==> src/rtl/cache_event_monitor.sv <==
// Observational performance monitor for CH data-cache channels: classifies accesses as
// read/write hits or misses, counts write-backs and miss stall cycles, registered readout.
module cache_event_monitor #(
   parameter int unsigned CH    = 1,
   parameter int unsigned CNT_W = 32,
   parameter int unsigned SEL_W = 3
) (
   input  logic             clk_i,
   input  logic             start_i,
   input  logic [CH-1:0]    proc_read_i,
   input  logic [CH-1:0]    proc_write_i,
   input  logic [CH-1:0]    proc_stall_i,
   input  logic [CH-1:0]    ctrl_idle_i,
   input  logic [CH-1:0]    line_dirty_i,
   input  logic             clear_i,
   input  logic             freeze_i,
   input  logic [SEL_W-1:0] rd_ch_i,
   input  logic [2:0]       rd_ctr_i,
   output logic [CNT_W-1:0] rd_data_o,
   output logic [CH-1:0]    ovf_o
);

   localparam int unsigned NumCtr   = 6;
   localparam int unsigned CtrRh    = 0;
   localparam int unsigned CtrWh    = 1;
   localparam int unsigned CtrRm    = 2;
   localparam int unsigned CtrWm    = 3;
   localparam int unsigned CtrWb    = 4;
   localparam int unsigned CtrStall = 5;

   typedef logic [CNT_W-1:0] cnt_t;
   localparam cnt_t CntMax = '1;

   cnt_t                          cnt_q [CH][NumCtr];
   cnt_t                          cnt_d [CH][NumCtr];
   logic [CH-1:0]                 pend_q, pend_d;
   logic [CH-1:0]                 ovf_q, ovf_d;
   cnt_t                          rd_data_q, rd_data_d;
   logic [CH-1:0][NumCtr-1:0]     inc;

   // Per-channel classification; one increment request bit per counter.
   for (genvar g = 0; g < CH; g++) begin : g_cls
      logic acc, is_wr, miss_ev, hit_ev, done_ev;

      assign acc     = proc_read_i[g] | proc_write_i[g];
      assign is_wr   = proc_write_i[g];
      assign miss_ev = proc_stall_i[g] & ctrl_idle_i[g] & acc & ~pend_q[g];
      assign hit_ev  = ~proc_stall_i[g] & acc & ~pend_q[g];
      assign done_ev = ~proc_stall_i[g] & pend_q[g];

      assign inc[g][CtrRh]    = hit_ev & ~is_wr;
      assign inc[g][CtrWh]    = hit_ev & is_wr;
      assign inc[g][CtrRm]    = miss_ev & ~is_wr;
      assign inc[g][CtrWm]    = miss_ev & is_wr;
      assign inc[g][CtrWb]    = miss_ev & line_dirty_i[g];
      assign inc[g][CtrStall] = proc_stall_i[g] & (pend_q[g] | miss_ev);

      // pend tracks the miss even while frozen.
      always_comb begin
         pend_d[g] = pend_q[g];
         if (clear_i) begin
            pend_d[g] = 1'b0;
         end else if (miss_ev) begin
            pend_d[g] = 1'b1;
         end else if (done_ev) begin
            pend_d[g] = 1'b0;
         end
      end
   end

   always_comb begin
      cnt_d = cnt_q;
      ovf_d = ovf_q;
      if (clear_i) begin
         for (int unsigned c = 0; c < CH; c++) begin
            for (int unsigned k = 0; k < NumCtr; k++) begin
               cnt_d[c][k] = '0;
            end
         end
         ovf_d = '0;
      end else if (!freeze_i) begin
         for (int unsigned c = 0; c < CH; c++) begin
            for (int unsigned k = 0; k < NumCtr; k++) begin
               if (inc[c][k]) begin
                  if (cnt_q[c][k] == CntMax) begin
                     ovf_d[c] = 1'b1;
                  end else begin
                     cnt_d[c][k] = cnt_q[c][k] + 1'b1;
                  end
               end
            end
         end
      end
   end

   // Unmatched selects (channel >= CH, counter 6/7) fall through to zero.
   always_comb begin
      rd_data_d = '0;
      for (int unsigned c = 0; c < CH; c++) begin
         for (int unsigned k = 0; k < NumCtr; k++) begin
            if (rd_ch_i == SEL_W'(c) && rd_ctr_i == 3'(k)) begin
               rd_data_d = cnt_q[c][k];
            end
         end
      end
   end

   always_ff @(posedge clk_i or negedge start_i) begin
      if (!start_i) begin
         for (int unsigned c = 0; c < CH; c++) begin
            for (int unsigned k = 0; k < NumCtr; k++) begin
               cnt_q[c][k] <= '0;
            end
         end
         pend_q    <= '0;
         ovf_q     <= '0;
         rd_data_q <= '0;
      end else begin
         cnt_q     <= cnt_d;
         pend_q    <= pend_d;
         ovf_q     <= ovf_d;
         rd_data_q <= rd_data_d;
      end
   end

   assign rd_data_o = rd_data_q;
   assign ovf_o     = ovf_q;

endmodule

==> config.mk <==
export PLATFORM = sky130hd
export DESIGN_NAME = cache_event_monitor
export DESIGN_NICKNAME = d
export VERILOG_FILES = /design/src/rtl/cache_event_monitor.sv
export SDC_FILE = /design/constraint.sdc
export NUM_CORES = 1
export LEC_CHECK = 0
export BUFFER_PORTS_ARGS = -buffer_cell sky130_fd_sc_hd__buf_2
export CORE_MARGIN = 1.5
export CORE_UTILIZATION = 45
export DETAILED_ROUTE_END_ITERATION = 7
export GPL_TIMING_DRIVEN = 0
export RECOVER_POWER = 50
export SLEW_MARGIN = 10
export SYNTH_ARGS = -nofsm -noshare
export SYNTH_HDL_FRONTEND = slang
export SYNTH_SLANG_ARGS = --single-unit
==> constraint.sdc <==
create_clock -name clk_i -period 2.3 [get_ports clk_i]
set_input_delay 0.575 -clock clk_i [delete_from_list [all_inputs] [get_ports clk_i]]
set_output_delay 0.575 -clock clk_i [all_outputs]
set_load 0.05 [all_outputs]
# Word level (Yosys, flattened, before mapping)
# Cells that the tools add are included.
# W data, S select, Z words.
[classes]
n_addsub = 6
mul = 0
div = 0
n_lt_le_gt_ge = 0
n_eq_ne = 18
shifts = 0
n_mux = 41
n_bitwise = 17
n_reduce_logical = 21
[op_table]
columns = ["cell", "n"]
rows = [
  ["$mux W32", 18],
  ["$mux W192", 2],
  ["$add A32 B1 Y32 const B", 6],
  ["$eq A32 B32 Y1 const B", 6],
  ["$mux W1", 21],
  ["$reduce_and A3 Y1", 6],
  ["$ne A2 B2 Y1 const B", 7],
  ["$and A1 B1 Y1", 12],
  ["$reduce_bool A2 Y1", 6],
  ["$eq A3 B2 Y1 const B", 2],
  ["$eq A3 B3 Y1 const B", 2],
  ["$logic_and A1 B1 Y1", 6],
  ["$logic_not A3 Y1", 2],
  ["$eq A3 B1 Y1 const B", 1],
  ["$not A1 Y1", 3],
  ["$reduce_bool A3 Y1", 1],
  ["$or A1 B1 Y1", 2],
]
[word_totals]
reg_bits = 226
latch_bits = 0
ram_bits = 0
rom_bits = 0
inputBits = 15
out_inout_bits = 33
word_cells = 112
memories = 0

# Longest topological paths before layout
[depth]
depth_word = 21
depth_mapped = 9
depth_no_buf = 7

# Worst setup path after synthesis
# OpenSTA, ideal clock, no wires.
[synth_path]
path_type = "input port to flip-flop"
start = "input port rd_ch_i[1]"
end = "register rd_data_q[22] (netlist: rd_data_o[22])"
setup_time_ns = 0.065
arrival_ns = 2.163
required_ns = 2.235
slack_ns = 0.072
cell_stages = 7
n_path_buf = 2
path_cell_list = "nor4_2 > and2_1 > clkbuf_1 > clkbuf_1 > a21oi_1 > o22ai_1 > o21a_1"
[synth_via]
elab_chain_cells = 8
elab_cells_between_ends = 13
[synth_lines]
columns = ["item", "line_no", "text"]
rows = [
  ["start: declaration", "17", "input logic [SEL_W-1:0] rd_ch_i,"],
  ["$logic_not A3 Y1 *", "101", "if (rd_ch_i == SEL_W'(c) && rd_ctr_i == 3'(k)) begin"],
  ["$logic_and A1 B1 Y1", "101", ""],
  ["$mux W32 (5 in a row)", "101", ""],
  ["$mux W32 *", "101", ""],
  ["named net rd_data_d[22]", "38", "cnt_t rd_data_q, rd_data_d;"],
  ["end signal: assignment", "122", "rd_data_q <= rd_data_d;"],
  ["end: declaration", "38", ""],
]
# The timed path passes the listed nets; every way through them passes the cells marked *.
# A chain may end at the register's enable or synchronous reset.

# Final worst setup path
[layout_path]
start = "register cnt_q[27] in the netlist's numbering"
end = "register ovf_q (netlist: ovf_o)"
[layout_via]
elab_chain_cells = 5
[layout_lines]
columns = ["item", "line_no", "text"]
rows = [
  ["start: declaration", "34", "cnt_t cnt_q [CH][NumCtr];"],
  ["start signal: assignment", "119", "cnt_q <= cnt_d;"],
  ["$eq A32 B32 Y1", "85", "if (cnt_q[c][k] == CntMax) begin"],
  ["$mux W1", "85", ""],
  ["$mux W1", "84", "if (inc[c][k]) begin"],
  ["$mux W1", "81", "end else if (!freeze_i) begin"],
  ["$mux W1", "74", "if (clear_i) begin"],
  ["end signal: assignment", "121", "ovf_q <= ovf_d;"],
  ["end: declaration", "37", "logic [CH-1:0] ovf_q, ovf_d;"],
]
# Every way passes these cells. The select of a mux whose other input is x is not followed.

==> impl_metrics.csv <==
group,metric,value,unit
status,outcome,"finished with violations",
status,violations,"setup timing",
floorplanning,die-area,29300,um2
floorplanning,fp.dieH,171,um
worst_setup_path,critPathArrivalTime,2.76,ns
timing,worst_pin_slew,0.782,ns
drt,remaining_drc_errors,0,
synthesis,yosysMostFrequentCell,"dfrtp_1",
timing,period_needed,2.32,ns
finish,drive_gt1_share,12.3,%
timing,fmax,431,MHz
synthesis,ys_seq_elements,226,
place,gp_congestion,0.973,
place,hpwlAfterDp,29.6,mm
synthesis,synth_warnings,0,
synthesis,synth-edff-count,0,
finish,final_nets,1541,
synthesis,synthDistinctLibCells,59,
place,port_buffers,45,
job,drv_cap,0,
worst_setup_path,worst_path_largest_cell_delay,0.64,ns
drt,drt-total-wl,40.7,mm
finish,syn_to_final_growth,17.3,%
floorplanning,rows,61,
global_routing,grt_start_max_net_pins,85,
synthesis,synthArstFlopShare,100,%
finish,design_area,14900,um2
clock_network,clock-sinks,226,
floorplanning,fp.coreArea,27800,um2
finish,postLayoutCoreUtil,53.6,%
drt,drt-initial-drc-count,1205,
power_and_ir_drop,ir_drop,501,uV
timing,rsz0062_at_grt,"true",
synthesis,synth.top_cell.area_share,44.5,%
global_routing,grt.total_usage,27.7,%
synthesis,synth_cells,1417,
timing,fin_crit_sh,101,%
worst_setup_path,crit_top_cell,"or4_4",
worst_setup_path,slowest_stage,"or4_4",
finish,stdcell_count,1914,
finish,diodes,0,
synthesis,yosys.area.top_type,"dfrtp_1",
clock_network,path_clk_slew,0.06,ns
floorplanning,start_util,45.7,%
worst_setup_path,critical-path-top-delay-family,"simple AND/OR/NAND/NOR gates",
synthesis,yosysSeqAreaShare,44.5,%
global_routing,grt_overflow,0,
worst_setup_path,path_buf_inv,0,
worst_setup_path,critical_path_class,"reg -> reg",
drt,vias_per_cell,6.01,
synthesis,yosys-top-cells-area,"dfrtp_1, xor2_1, nor2_1, nand4_1, xnor2_1",
drt,drt-pass1-iter-count,7,
place,place_ws,-1.02,ns
worst_setup_path,worstPathMaxFanout,8,
synthesis,syn_area,12700,um2
timing,slew_viol_final,0,
floorplanning,fp.dieW,171,um
worst_setup_path,worstPathCellList,"nand4_1, or4_4, or4_4, o311a_1, a221oi_2",
clock_network,cts_buffers,26,
timing,finalHoldViolations,0,
global_routing,grt_pass1_vias,10815,
timing,setup_viol,1,
synthesis,ys.flop_type,"dfrtp_1",
worst_setup_path,crit_required,2.74,ns
power_and_ir_drop,power_density,572,nW/um2
place,dpl_cell_area,13500,um2
clock_network,cts_htree_levels,1,
place,dp_cells,1842,
synthesis,avgSynthCellArea,8.97,um2
global_routing,grt_first_pass_wirelength,61.9,mm
drt,vias,11495,
synthesis,synth.net_count,1438,
timing,skew,0.0127,ns
clock_network,cts_tree,"built",
worst_setup_path,cp-start-kind,"flip-flop",
worst_setup_path,endpoint_kind,"flip-flop",
finish,fillers,2634,
drt,wl_per_cell,21.3,um
timing,maxSlewHeadroom,47.8,%
power_and_ir_drop,p_leak,5.88,nW
clock_network,clk_latency,0.55,ns
floorplanning,pin_count,48,
clock_network,clockBufferDepth,3,
timing,setup_ws,-0.0197,ns
hold_path,hold_class,"in -> reg",
drt,ant_nets,0,
global_routing,antenna_found_initial,0,
clock_network,cts-root-buf,"clkbuf_16",
synthesis,synthTopCellsByCount,"dfrtp_1, nor2_1, xor2_1",
-- worst paths after layout --
| path | start | to | slack (ns) | depth (start not counted) |
|---|---|---|---|---|
| max in group asynchronous | start_i | cnt_q[178] | 0.55 | 4 |
| worst max-delay path | cnt_q[27] | ovf_o | -0.02 | 5 |
| worst min register to register | cnt_q[20] | rd_data_o[20] | 0.56 | 1 |
| min in group asynchronous | start_i | cnt_q[43] | 0.55 | 2 |
| worst min-delay path | proc_stall_i | pend_q | 0.39 | 3 |
| worst max register to register | cnt_q[27] | ovf_o | -0.02 | 5 |
-- layer usage --
metal | vias up | wire length, um | track usage (%)
met5 | - | 0 | 0
met4 | 0 | 1650 | 10.8
met3 | 106 | 2700 | 3.52
met2 | 510 | 18800 | 45.3
met1 | 5590 | 17500 | 37.3
li1 | 5289 | - | -
-- cells in the final DEF, fill, tap and decap left out, types with 6 or more instances in the layout --
cell type and count:
buf_2 14, o22ai_1 23, o21ai_0 38, clkbuf_16 27, nor2_1 215, mux4_2 8, buf_4 30, o21a_1 22
nand4_1 93, and3_1 35, or3_1 27, xor2_1 98, nand2_1 74, dfrtp_1 210, inv_1 22, clkbuf_2 8
dfrtp_2 16, a21oi_1 96, clkbuf_8 6, and4_1 15, nor3_2 7, xnor2_1 63, nor3_1 37, nand3_1 86
clkbuf_1 86, and2_1 13, nor4_1 19, mux2i_1 32
-- worst register-to-register path: cells and delay by family, from the launching register on --
| kind | cells | cell delay [ns] |
|---|---|---|
| and+or+nand+nor | 3 | 1.38 |
| AOI/OAI and AO/OA | 2 | 0.39 |
| DFF | 1 | 0.45 |
-- report_power, final --
| group | switching, mW | total (mW) | leakage (nW) | internal, mW |
|---|---|---|---|---|
| Sequential | 0.00985 | 4.00 | 3.13 | 3.99 |
| Combinational | 0.343 | 0.441 | 2.35 | 0.0980 |
| Clock | 1.68 | 4.08 | 0.408 | 2.40 |
| Total | 2.04 | 8.52 | 5.88 | 6.48 |
-- cell type report --
class / count / area (um2) / area share (%)
inverters: 22 / 82.6 / 0.554
clock inverters: 7 / 62.6 / 0.420
flip-flops and latches: 226 / 5680 / 38.1
well taps: 378 / 473 / 3.17
plain buffers: 69 / 320 / 2.15
clock buffers: 37 / 763 / 5.12
repair buffers: 78 / 488 / 3.28
multi-input cells: 1097 / 7030 / 47.2
-- timing repair --
action	4_1_cts	5_1_grt
hold buffers	1	0
endpoints found under the hold margin	62	0
gates resized for setup	46	76
cloned	1	2
buffers inserted	10	18
setup endpoints to repair	161	155
pin swaps	5	28
-- kinds of logic (layout without fill, tap and decap cells) --
logic type / count (synthesis) / after routing / share of synthesized area, %
muxes: 40 / 40 / 3.94
and+or+nand+nor: 688 / 688 / 27.7
DFF: 226 / 226 / 44.5
adders and majority gates: 6 / 6 / 0.591
xor gates and xnor gates: 161 / 161 / 11.1
buffers and inverters: 95 / 213 / 2.90
AOI/OAI and AO/OA: 201 / 202 / 9.23
-- per-stage QoR --
| step | hold slack, ns | setup TNS, ns | total power [mW] |
|---|---|---|---|
| after floorplan | 0.279 | 0 | 4.27 |
| after CTS | 0.358 | 0 | 8.58 |
| after detailed placement | 0.522 | -70.81 | 4.49 |
| final | 0.393 | -0.0197 | 8.52 |
| after global placement | 0.522 | -833.40 | 4.48 |
| after global routing | 0.408 | -0.502 | 8.78 |
-- state kept, by name, indices dropped and copies added (netlist names) --
name,cells
cnt_q,192
rd_data_o,32
ovf_o,1
pend_q,1
No activity file was read; power rests on OpenSTA's default activity.
